$ cat src/rtl/jb_dbgbuf_capture_ctrl.sv
// Debug-buffer port B capture sequencer: waits for a trigger, then streams each enabled IQ
// source in turn into contiguous RAM segments as packed 64-bit {odd, even} sample pairs.
module jb_dbgbuf_capture_ctrl #(
    parameter int N_SRC  = 8,
    parameter int ADDR_W = 15,
    parameter int SRC_W  = $clog2(N_SRC)
) (
    input  logic                  clk_3x,
    input  logic                  dbgbuf_portb_rst,
    input  logic                  cfg_start,
    input  logic                  cfg_abort,
    input  logic [1:0]            cfg_trig_sel,
    input  logic [N_SRC-1:0]      cfg_src_mask,
    input  logic [ADDR_W-1:0]     cfg_num_words,
    input  logic                  frm_mrkr,
    input  logic                  sync_5ms,
    input  logic [N_SRC*32-1:0]   s_tdata,
    input  logic [N_SRC-1:0]      s_tvalid,
    output logic                  ram_we,
    output logic [ADDR_W-1:0]     ram_addr,
    output logic [63:0]           ram_wdata,
    output logic                  stat_busy,
    output logic                  stat_done,
    output logic                  stat_err,
    output logic [SRC_W-1:0]      stat_cur_src
);

    typedef enum logic [2:0] {
        ST_IDLE    = 3'd0,
        ST_WAIT    = 3'd1,
        ST_CAPTURE = 3'd2,
        ST_NEXT    = 3'd3,
        ST_DONE    = 3'd4
    } state_t;

    localparam logic [1:0] TRIG_FRM  = 2'd1;
    localparam logic [1:0] TRIG_SYNC = 2'd2;

    // {found, index} of the lowest set mask bit at or above 'from'
    function automatic logic [SRC_W:0] find_set(input logic [N_SRC-1:0] mask, input int from);
        logic [SRC_W:0] res;
        res = '0;
        for (int i = N_SRC - 1; i >= 0; i--) begin
            res = (mask[i] && (i >= from)) ? {1'b1, SRC_W'(i)} : res;
        end
        return res;
    endfunction

    state_t              state_q, state_d;
    logic [N_SRC-1:0]    mask_q, mask_d;
    logic [ADDR_W-1:0]   words_q, words_d;
    logic [1:0]          trig_sel_q, trig_sel_d;
    logic [SRC_W-1:0]    cur_src_q, cur_src_d;
    logic [ADDR_W-1:0]   addr_cnt_q, addr_cnt_d;
    logic [ADDR_W-1:0]   word_cnt_q, word_cnt_d;
    logic                half_q, half_d;
    logic [31:0]         low_q, low_d;
    logic                we_q, we_d;
    logic [ADDR_W-1:0]   addr_q, addr_d;
    logic [63:0]         wdata_q, wdata_d;
    logic                done_q, done_d;
    logic                err_q, err_d;
    logic                busy_q, busy_d;
    logic                frm_q, frm_prev_q, sync_q, sync_prev_q;

    logic [SRC_W:0]      first_src_s;
    logic [SRC_W:0]      next_src_s;
    logic                start_ok_s;
    logic [31:0]         sample_s;
    logic                valid_s;
    logic                trig_hit_s;
    logic                accept_s;
    logic                last_word_s;

    assign first_src_s = find_set(cfg_src_mask, 0);
    assign next_src_s  = find_set(mask_q, int'(cur_src_q) + 1);
    assign start_ok_s  = first_src_s[SRC_W] && (cfg_num_words != '0);
    assign accept_s    = (state_q == ST_CAPTURE) && valid_s;
    assign last_word_s = accept_s && half_q && ((word_cnt_q + ADDR_W'(1)) == words_q);

    // Select the sample stream of the source currently being captured
    always_comb begin
        sample_s = 32'd0;
        valid_s  = 1'b0;
        for (int i = 0; i < N_SRC; i++) begin
            sample_s = (SRC_W'(i) == cur_src_q) ? s_tdata[i*32 +: 32] : sample_s;
            valid_s  = (SRC_W'(i) == cur_src_q) ? s_tvalid[i] : valid_s;
        end
    end

    // Trigger qualifier: rising edge of the registered level, or always for immediate mode
    always_comb begin
        case (trig_sel_q)
            TRIG_FRM:  trig_hit_s = frm_q & ~frm_prev_q;
            TRIG_SYNC: trig_hit_s = sync_q & ~sync_prev_q;
            default:   trig_hit_s = 1'b1;
        endcase
    end

    // State register
    always_ff @(posedge clk_3x or posedge dbgbuf_portb_rst) begin
        if (dbgbuf_portb_rst) begin
            state_q <= ST_IDLE;
        end else begin
            state_q <= state_d;
        end
    end

    // Next-state logic; abort overrides everything including a simultaneous start
    always_comb begin
        state_d = state_q;
        if (cfg_abort) begin
            state_d = ST_IDLE;
        end else begin
            case (state_q)
                ST_IDLE, ST_DONE: state_d = cfg_start ? (start_ok_s ? ST_WAIT : ST_DONE) : state_q;
                ST_WAIT:          state_d = trig_hit_s ? ST_CAPTURE : ST_WAIT;
                ST_CAPTURE:       state_d = last_word_s ? ST_NEXT : ST_CAPTURE;
                ST_NEXT:          state_d = next_src_s[SRC_W] ? ST_CAPTURE : ST_DONE;
                default:          state_d = ST_IDLE;
            endcase
        end
    end

    // Datapath and status next values
    always_comb begin
        mask_d     = mask_q;
        words_d    = words_q;
        trig_sel_d = trig_sel_q;
        cur_src_d  = cur_src_q;
        addr_cnt_d = addr_cnt_q;
        word_cnt_d = word_cnt_q;
        half_d     = half_q;
        low_d      = low_q;
        we_d       = 1'b0;
        addr_d     = addr_q;
        wdata_d    = wdata_q;
        done_d     = done_q;
        err_d      = err_q;
        if (cfg_abort) begin
            half_d = 1'b0;
        end else begin
            case (state_q)
                ST_IDLE, ST_DONE: begin
                    if (cfg_start && start_ok_s) begin
                        mask_d     = cfg_src_mask;
                        words_d    = cfg_num_words;
                        trig_sel_d = cfg_trig_sel;
                        cur_src_d  = first_src_s[SRC_W-1:0];
                        addr_cnt_d = '0;
                        word_cnt_d = '0;
                        half_d     = 1'b0;
                        done_d     = 1'b0;
                        err_d      = 1'b0;
                    end else if (cfg_start) begin
                        done_d = 1'b1;
                        err_d  = 1'b1;
                    end else begin
                        done_d = done_q;
                    end
                end
                ST_CAPTURE: begin
                    if (accept_s && !half_q) begin
                        low_d  = sample_s;
                        half_d = 1'b1;
                    end else if (accept_s) begin
                        we_d       = 1'b1;
                        addr_d     = addr_cnt_q;
                        wdata_d    = {sample_s, low_q};
                        addr_cnt_d = addr_cnt_q + ADDR_W'(1);
                        word_cnt_d = word_cnt_q + ADDR_W'(1);
                        half_d     = 1'b0;
                    end else begin
                        half_d = half_q;
                    end
                end
                ST_NEXT: begin
                    if (next_src_s[SRC_W]) begin
                        cur_src_d  = next_src_s[SRC_W-1:0];
                        word_cnt_d = '0;
                        half_d     = 1'b0;
                    end else begin
                        done_d = 1'b1;
                    end
                end
                default: begin
                    half_d = half_q;
                end
            endcase
        end
        busy_d = (state_d == ST_WAIT) || (state_d == ST_CAPTURE) || (state_d == ST_NEXT);
    end

    // Datapath, status and trigger-input registers
    always_ff @(posedge clk_3x or posedge dbgbuf_portb_rst) begin
        if (dbgbuf_portb_rst) begin
            mask_q      <= '0;
            words_q     <= '0;
            trig_sel_q  <= 2'd0;
            cur_src_q   <= '0;
            addr_cnt_q  <= '0;
            word_cnt_q  <= '0;
            half_q      <= 1'b0;
            low_q       <= 32'd0;
            we_q        <= 1'b0;
            addr_q      <= '0;
            wdata_q     <= 64'd0;
            done_q      <= 1'b0;
            err_q       <= 1'b0;
            busy_q      <= 1'b0;
            frm_q       <= 1'b0;
            frm_prev_q  <= 1'b0;
            sync_q      <= 1'b0;
            sync_prev_q <= 1'b0;
        end else begin
            mask_q      <= mask_d;
            words_q     <= words_d;
            trig_sel_q  <= trig_sel_d;
            cur_src_q   <= cur_src_d;
            addr_cnt_q  <= addr_cnt_d;
            word_cnt_q  <= word_cnt_d;
            half_q      <= half_d;
            low_q       <= low_d;
            we_q        <= we_d;
            addr_q      <= addr_d;
            wdata_q     <= wdata_d;
            done_q      <= done_d;
            err_q       <= err_d;
            busy_q      <= busy_d;
            frm_q       <= frm_mrkr;
            frm_prev_q  <= frm_q;
            sync_q      <= sync_5ms;
            sync_prev_q <= sync_q;
        end
    end

    assign ram_we       = we_q;
    assign ram_addr     = addr_q;
    assign ram_wdata    = wdata_q;
    assign stat_busy    = busy_q;
    assign stat_done    = done_q;
    assign stat_err     = err_q;
    assign stat_cur_src = cur_src_q;

endmodule
$ cat config.mk
export PLATFORM = sky130hd
export DESIGN_NAME = jb_dbgbuf_capture_ctrl
export DESIGN_NICKNAME = d
export VERILOG_FILES = /design/src/rtl/jb_dbgbuf_capture_ctrl.sv
export SDC_FILE = /design/constraint.sdc
export NUM_CORES = 1
export LEC_CHECK = 0
export CORE_MARGIN = 10
export CORE_UTILIZATION = 49
export DETAILED_ROUTE_END_ITERATION = 8
export PLACE_DENSITY_LB_ADDON = 0.12
export SETUP_SLACK_MARGIN = 0.02
export SYNTH_ARGS = -nofsm -noshare
export SYNTH_HDL_FRONTEND = slang
export SYNTH_SLANG_ARGS = --single-unit
$ cat constraint.sdc
create_clock -name clk_3x -period 10.2 [get_ports clk_3x]
set_clock_uncertainty 0.2 [all_clocks]
set_input_delay 2.04 -clock clk_3x [delete_from_list [all_inputs] [get_ports clk_3x]]
set_output_delay 2.04 -clock clk_3x [all_outputs]
set_load 0.005 [all_outputs]
Yosys cells after proc, flatten, opt, wreduce, memory -nomap -nowiden

Cells that the tools add are included.

Add/subtract/negate cells: 3
$lt $le $gt $ge: 8
Eq/ne operators: 26
Muxes and demuxes: 65
Bitwise gates (word level): 6
Reduce and logical (&&, ||, !) cells: 35

Operators with widths:

| cell                                                             | number |
|---|---|
| two-way mux 32 bit                                               | 8 |
| two-way mux 15 bit                                               | 6 |
| two-way mux 4 bit                                                | 16 |
| one-hot mux 15 bit (3 select lines)                              | 1 |
| adder 15 x 1 -> 15 bit, second input constant                    | 2 |
| one-hot mux 15 bit (2 select lines)                              | 1 |
| two-way mux 1 bit                                                | 21 |
| two-way mux 3 bit                                                | 6 |
| greater-or-equal comparator 3 x 4 -> 1 bit, first input constant | 4 |
| AND reduction 4 bit                                              | 4 |
| == test 15 bit                                                   | 1 |
| nonzero test 15 bit                                              | 1 |
| logical AND 1 bit                                                | 14 |
| == test 3 x 2 -> 1 bit, second input constant                    | 4 |
| == test 3 bit, first input constant                              | 4 |
| one-hot mux 3 bit (4 select lines)                               | 1 |
| != test 2 bit, second input constant                             | 5 |
| != test 3 bit, second input constant                             | 3 |
| AND reduction 3 bit                                              | 3 |
| greater-or-equal comparator 1 x 4 -> 1 bit, first input constant | 2 |
| greater-or-equal comparator 2 x 4 -> 1 bit, first input constant | 2 |
| == test 2 x 3 -> 1 bit, first input constant                     | 2 |
| == test 3 x 1 -> 1 bit, second input constant                    | 2 |
| zero test 3 bit                                                  | 2 |
| other kinds (20)                                                 | 28 |

Register bits: 181
Input port bits: 295
Output and inout bits: 86
Logic and storage cells: 162

Logic depth before layout (Yosys ltp)

Gate-level depths: netlist (run 1).

Depth after elaboration: 18
Mapped depth: 11
Depth with buffers taken out: 8

Worst setup path after synthesis (run 1)

No wires, ideal clock.

Path type: input -> register
Start point: input cfg_src_mask[4]
End point: register addr_q[0] (netlist: ram_addr[0])
Setup time: 125 ps
Arrival time: 3,883 ps
Data required time: 9,875 ps
Slack: 5,992 ps
Cell stages on the path: 8
Path buffers: 2
Cell sequence: or4_4 > o31ai_2 > nor2_1 > mux2i_2 > nor2_2 > buf_6 > buf_6 > mux2_4

RTL lines:

| what                   | line | source |
|---|---|---|
| start: declaration     | 13   | `input logic [N_SRC-1:0] cfg_src_mask,` |
| end signal: assignment | 225  | `addr_q <= addr_d;` |
| end: declaration       | 59   | `logic [ADDR_W-1:0] addr_q, addr_d;` |

Final worst setup path (run 1)

Start point: input s_tvalid[1]
End point: register addr_q[12] (netlist: ram_addr[12])

Cells in the longest elaborated chain, start to end: 11

RTL lines:

| what                                   | line | source |
|---|---|---|
| start: declaration                     | 18   | `input logic [N_SRC-1:0] s_tvalid,` |
| two-way mux 1 bit * (7 in a row)       | 87   | `valid_s = (SRC_W'(i) == cur_src_q) ? s_tvalid[i] : valid_s;` |
| logical AND 1 bit *                    | 78   | `assign accept_s = (state_q == ST_CAPTURE) && valid_s;` |
| logical AND 1 bit                      | 163  | `if (accept_s && !half_q) begin` |
| NOT 1 bit (no source line)             | --   |  |
| AND reduction 4 bit (no source line) * | --   |  |

Mark *: on every way between the ends. The rest lies on a longest branch, timed or not.
A chain may end at the register's enable or synchronous reset.

==> results.json, run 1 <==
{
  "numCtsBuffers": 17,
  "worst_pin_slew_ns": 1.05,
  "swShare_pct": 35.2,
  "hpwl_mm": 31.2,
  "clockRootBuffer": "clkbuf_16",
  "finalHoldViolations": 0,
  "maxCapViolations": 0,
  "vias_per_cell": 5.98,
  "grt_max_degree": 114,
  "synth_area_mm2": 0.0103,
  "postSynthAreaPerCell_um2": 10.5,
  "layout_commonest_cell": "clkdlybuf4s50_1",
  "start_kind": "input pin",
  "die_height_um": 165,
  "cp_max_fo": 52,
  "finalNonFillerCells": 1614,
  "synth_fa_ha_area_share_pct": 1.22,
  "synth-async-reset-ratio_pct": 100,
  "cts.clk_slew.worst_paths_ns": 0.07,
  "clk_latency_ns": 0.43,
  "power_density_mw_per_mm2": 194,
  "crit_type": "in2reg",
  "post_cts_buffers": 0,
  "setup_ws_ns": 5.44,
  "critical_path_buf_inv_count": 2,
  "placedCellCount": 1570,
  "grt_pass1_vias": 9469,
  "drv_slew": 0,
  "overflow": 0,
  "place_congestion": 0.962,
  "die_area_mm2": 0.0271,
  "port_buffers": 380,
  "antenna_found_initial": 10,
  "area_growth_pct": 44.9,
  "required_ns": 10.32,
  "power.leakage_nw": 6.03,
  "synth_xor_area_share_pct": 2.31,
  "place_ws_ns": 5.00,
  "yosys.area_share.simple_pct": 10.5,
  "dr.pass1.iters": 5,
  "end_kind": "flip-flop",
  "yosysUniqueCellTypes": 66,
  "initial_core_util_pct": 50.2,
  "grt_pass1_wl_mm": 59.0,
  "multiInputGateArea_mm2": 0.00535,
  "critical_path.top_delay_family": "buffers and inverters",
  "finalCritPeriodShare_pct": 46.6,
  "tns_ns": 0,
  "slowest_delay_ns": 0.68,
  "intPower_w": 0.00187,
  "num_vias": 9645,
  "outcome": "completed",
  "postRouteAntennaNets": 0,
  "cts_tree": "yes",
  "worstPathArrival_ns": 4.88,
  "setup_viol": 0,
  "drt_iter0_markers": 870,
  "clock_path_buffers": 2,
  "totalWireLength_mm": 40.1,
  "seqPwrFrac_pct": 34.5,
  "nets": 1624,
  "syn_inst": 974,
  "drc": 0,
  "regArea_mm2": 0.00453,
  "hold_class": "reg2reg",
  "synth-edff-count": 0,
  "fmax_mhz": 210,
  "yosysSeqAreaShare_pct": 44.2,
  "nFillCells": 1533,
  "ir_worst_vdd_v": 0.000138,
  "track_usage_pct": 28.2,
  "clock_power_share_pct": 22.8,
  "synth_ff_type": "dfrtp_1",
  "numClockSinks": 181,
  "rows": 52,
  "ys_warn_count": 0,
  "synth-compound-area-share_pct": 19.9,
  "crit_chain": "clkdlybuf4s50_1 -> a21oi_1 -> a2111oi_4 -> o211ai_4 -> mux2i_2 -> nor2_4 -> buf_4 -> mux2_2",
  "power_w": 0.00288,
  "ios": 381,
  "htree_num_levels": 4,
  "p_comb_share_pct": 42.8,
  "layout_common_cells": "clkdlybuf4s50_1 (380), dfrtp_1 (181), a21oi_1 (82)",
  "core-area_mm2": 0.0204,
  "die-width_um": 165,
  "p_switching_w": 0.00101,
  "cp_slowest_cell": "buf_4",
  "detail_route.wl_per_cell_um": 24.8,
  "ys_seq_elements": 181,
  "rsz0062_at_grt": "false",
  "fin_crit_ns": 4.76,
  "layout-drive-gt1-share_pct": 15.4,
  "synthesis.nets": 1279,
  "synth_top_family_by_area": "compound AO/OA/AOI/OAI gates",
  "synth.area.mux_share_pct": 17.8,
  "slew_headroom_pct": 28.8,
  "cts_hold_buf": 0,
  "cts_resized": 0
}
[through the flow]
stage	utilization, %	instance area, um2	hold WS, ns
6_report	72.7	14900	0.188
5_1_grt	72.7	14800	0.202
4_1_cts	72.6	14800	0.189
3_5_place_dp	69.7	14200	0.172
3_3_place_gp	69.7	14200	0.162
2_1_floorplan	-	10300	0.154
[flip-flops by register name (all words and copies together), names as in the netlist]
name	flops
stat_busy	1
frm_prev_q	1
stat_cur_src	3
trig_sel_q	2
word_cnt_q	15
words_q	15
low_q	32
sync_q	1
ram_wdata	64
frm_q	1
addr_cnt_q	15
ram_we	1
ram_addr	15
state_q	3
stat_done	1
stat_err	1
sync_prev_q	1
half_q	1
mask_q	8
[cell type report]
type,instances,area share [%]
sequential,181,30.5
multi-input combinational,700,36.0
timing repair buffer,398,26.5
antenna,12,0.202
clock inverter,15,1.07
inverter,21,0.564
clock buffer,17,2.86
tap,270,2.27
[routing by layer]
| metal | global-route usage, % | share of wire, % |
|---|---|---|
| met3 | 6.50 | 8.0 |
| met4 | 11.2 | 3.6 |
| met1 | 34.7 | 39 |
| met2 | 47.1 | 49 |
| met5 | 0 | 0 |
[worst paths after layout]
kind | startpoint | end | slack (ns) | depth (start not counted)
max in group asynchronous | dbgbuf_portb_rst | words_q[5] | 6.27 | 3
hold reg to reg | frm_q | frm_prev_q | 0.19 | 0
hold / removal | frm_q | frm_prev_q | 0.19 | 0
min in group asynchronous | dbgbuf_portb_rst | ram_wdata[32] | 1.98 | 2
setup reg to reg | stat_cur_src[2] | ram_addr[12] | 6.07 | 9
setup / recovery | s_tvalid[1] | ram_addr[12] | 5.44 | 8
[power groups by stage]
stage	Clock [W]	Sequential, W	Combinational, W
after detailed placement	0	0.00101	0.00123
final	0.000656	0.000994	0.00123
after floorplan	0	0.000980	0.000673
after CTS	0.000666	0.000993	0.00123
after global placement	0	0.000996	0.00121
after global routing	0.000696	0.00101	0.00132
[cells by family after synthesis]
kind of cell | after synthesis
AO/OA/AOI/OAI | 297
AND/OR/NAND/NOR | 223
flip-flops | 181
multiplexers | 143
buffers and inverters | 93
XOR/XNOR | 27
adder cells (fa/ha/maj) | 10
[Yosys cell counts (7+ instances only)]
cell | n | area, um2
clkbuf_1 | 52 | 195
buf_2 | 8 | 40.0
nand3_1 | 18 | 90.1
buf_6 | 7 | 78.8
o211ai_1 | 36 | 270
inv_1 | 20 | 75.1
mux2_2 | 74 | 833
dfrtp_1 | 181 | 4530
a21oi_1 | 82 | 410
o31ai_1 | 7 | 52.6
nor2b_1 | 8 | 50.1
nand2_1 | 68 | 255
nor2_1 | 57 | 214
nor3_1 | 18 | 90.1
a221oi_1 | 32 | 280
o21ai_0 | 23 | 115
xnor2_1 | 16 | 140
xor2_1 | 11 | 96.3
ha_1 | 10 | 125
nand4_1 | 7 | 43.8
nand2b_1 | 10 | 62.6
mux2i_1 | 8 | 80.1
o22ai_1 | 33 | 206
mux2_4 | 60 | 901
a31oi_1 | 25 | 156
o311ai_0 | 32 | 280
Power figures use the tool's default switching activity.
==> run 2, diff against run 1 <==
CORE_UTILIZATION = 45   (was 49)
clock period = 4.75 ns   (was 10.2 ns; I/O delays follow)
==> run 2 against run 1 <==
Compared with the run above:
- die area grew 7.8%
- flip-flop and latch count unchanged
- power grew 110%
- sequential share of layout area fell by 0.28 points
- utilization fell by 6.1 points
- setup slack worse by 4.4 ns
- worst hold slack got worse by 0.0051 ns
- global-route usage decreased by 2.0 points
- non-clock buffer count up 12
- critical path type is now reg2reg
- highest routed layer is now met5
==> results.json, run 2 (same netlist as run 1, synthesis figures left out) <==
{
  "die_area_mm2": 0.0292,
  "top_layer_used": "met5",
  "crit_type": "reg2reg",
  "num_vias": 9565,
  "numClockSinks": 181,
  "layout-drive-gt1-share_pct": 16.1,
  "clock_path_buffers": 2,
  "crit_chain": "inv_1 -> ha_1 -> a21oi_1 -> a2111oi_4 -> o211ai_4 -> mux2i_2 -> nor2_4 -> buf_12 -> buf_12 -> mux2_4",
  "core-area_mm2": 0.0225,
  "grt_pass1_vias": 9442,
  "start_kind": "flip-flop",
  "htree_num_levels": 4,
  "layout_common_cells": "clkdlybuf4s50_1 (380), dfrtp_1 (181), a21oi_1 (82)",
  "wl_met3_mm": 2.81,
  "crit_path_frequent_cell": "buf_12",
  "setup_ws_ns": 1.03,
  "numCtsBuffers": 17,
  "tns_ns": 0,
  "overflow": 0,
  "antenna_found_initial": 9,
  "place_ws_ns": 0.698,
  "totalWireLength_mm": 39.7,
  "post_cts_buffers": 0,
  "wl_met1_mm": 15.7,
  "initial_core_util_pct": 45.6,
  "postRouteAntennaNets": 0,
  "critical_path.top_delay_family": "compound AO/OA/AOI/OAI gates",
  "largest_reg_flops": 64,
  "finalNonFillerCells": 1637,
  "ir_worst_vdd_v": 0.000269,
  "finalHoldViolations": 0,
  "rows": 55,
  "fin_crit_ns": 3.72,
  "grt_pass1_wl_mm": 58.9,
  "clk_latency_ns": 0.43,
  "slowest_delay_ns": 0.52,
  "cts_resized": 0,
  "nets": 1636,
  "dr_wl_met2_mm": 20.1,
  "cts_tree": "yes",
  "grt_max_degree": 169,
  "hpwl_mm": 30.9,
  "fin_area_mm2": 0.0150,
  "ios": 381,
  "power.leakage_nw": 6.10,
  "place_congestion": 0.924,
  "detail_route.wl_per_cell_um": 24.3,
  "slew_headroom_pct": 21.5,
  "maxCapViolations": 0,
  "drc": 0,
  "hold_class": "reg2reg",
  "area_growth_pct": 46.2,
  "finalCritPeriodShare_pct": 78.4,
  "rsz0062_at_grt": "false",
  "setup_viol": 0,
  "drt_iter0_markers": 723,
  "end_kind": "flip-flop",
  "cp_max_fo": 26,
  "die_height_um": 171,
  "cts.clk_slew.worst_paths_ns": 0.07,
  "clockRootBuffer": "clkbuf_16",
  "cts_hold_buf": 0,
  "track_usage_pct": 26.2,
  "critical_path_buf_inv_count": 3,
  "worst_pin_slew_ns": 1.18,
  "placedCellCount": 1597,
  "port_buffers": 380,
  "holdWs_ns": 0.183,
  "post_dp_cell_area_mm2": 0.0144,
  "outcome": "completed",
  "cp_slowest_cell": "a2111oi_4",
  "required_ns": 4.86,
  "fmax_mhz": 269,
  "die-width_um": 171,
  "dr.pass1.iters": 5,
  "power_density_mw_per_mm2": 412,
  "worstPathArrival_ns": 3.84,
  "layout_commonest_cell": "clkdlybuf4s50_1",
  "drv_slew": 0,
  "vias_per_cell": 5.84
}
run 2: cell types whose count changed in the layout (fill, tap and decap cells not counted), moves of 3 or more:
cell      delta
diode_2      -4
buf_4        +8
clkinv_8     +3
inv_6        -4
buf_12       +4
run 2: path summary, 6_finish.rpt:
check	start	endpoint	slack (ns)	cells after the start
min in group asynchronous	dbgbuf_portb_rst	sync_q	0.63	2
max reg2reg	stat_cur_src[1]	ram_wdata[25]	1.03	10
max in group asynchronous	dbgbuf_portb_rst	low_q[12]	2.56	3
min	frm_q	frm_prev_q	0.18	0
min reg2reg	frm_q	frm_prev_q	0.18	0
max	stat_cur_src[1]	ram_wdata[25]	1.03	10
run 2: power by group:
part | internal (W) | total (W) | switching, W | leakage, nW
sequential | 0.00189 | 0.00214 | 0.000251 | 2.41
combinational | 0.00139 | 0.00267 | 0.00127 | 3.41
clock | 0.000704 | 0.00137 | 0.000669 | 0.282
total | 0.00399 | 0.00618 | 0.00219 | 6.10
run 2: stage by stage:
step | total power [W] | utilization [%]
after detailed placement | 0.00483 | 63.9
after CTS | 0.00622 | 66.5
after global placement | 0.00477 | 63.9
after floorplan | 0.00355 | -
final | 0.00618 | 66.6
after global routing | 0.00651 | 66.6
run 2: layout make-up:
cell class | count | area, um2
diodes | 8 | 20.0
clock inverters | 15 | 160
fillers | 1763 | 7510
repair buffers | 410 | 4080
inverters | 21 | 82.6
clock buffers | 17 | 425
well taps | 285 | 357
multi-input cells | 700 | 5340
flip-flops and latches | 181 | 4530
run 2: worst register-to-register path, cell delays in order (launching register included):
cell,delay (ns)
dfrtp_1,0.43
inv_1,0.14
ha_1,0.45
a21oi_1,0.18
a2111oi_4,0.52
o211ai_4,0.22
mux2i_2,0.28
nor2_4,0.43
buf_12,0.30
buf_12,0.17
mux2_4,0.30
run 2: layer usage:
| metal | track usage (%) | vias to the layer above |
|---|---|---|
| li1 | - | 4429 |
| met4 | 9.04 | 4 |
| met2 | 45.1 | 356 |
| met1 | 31.7 | 4709 |
| met5 | 0 | - |
| met3 | 5.62 | 67 |
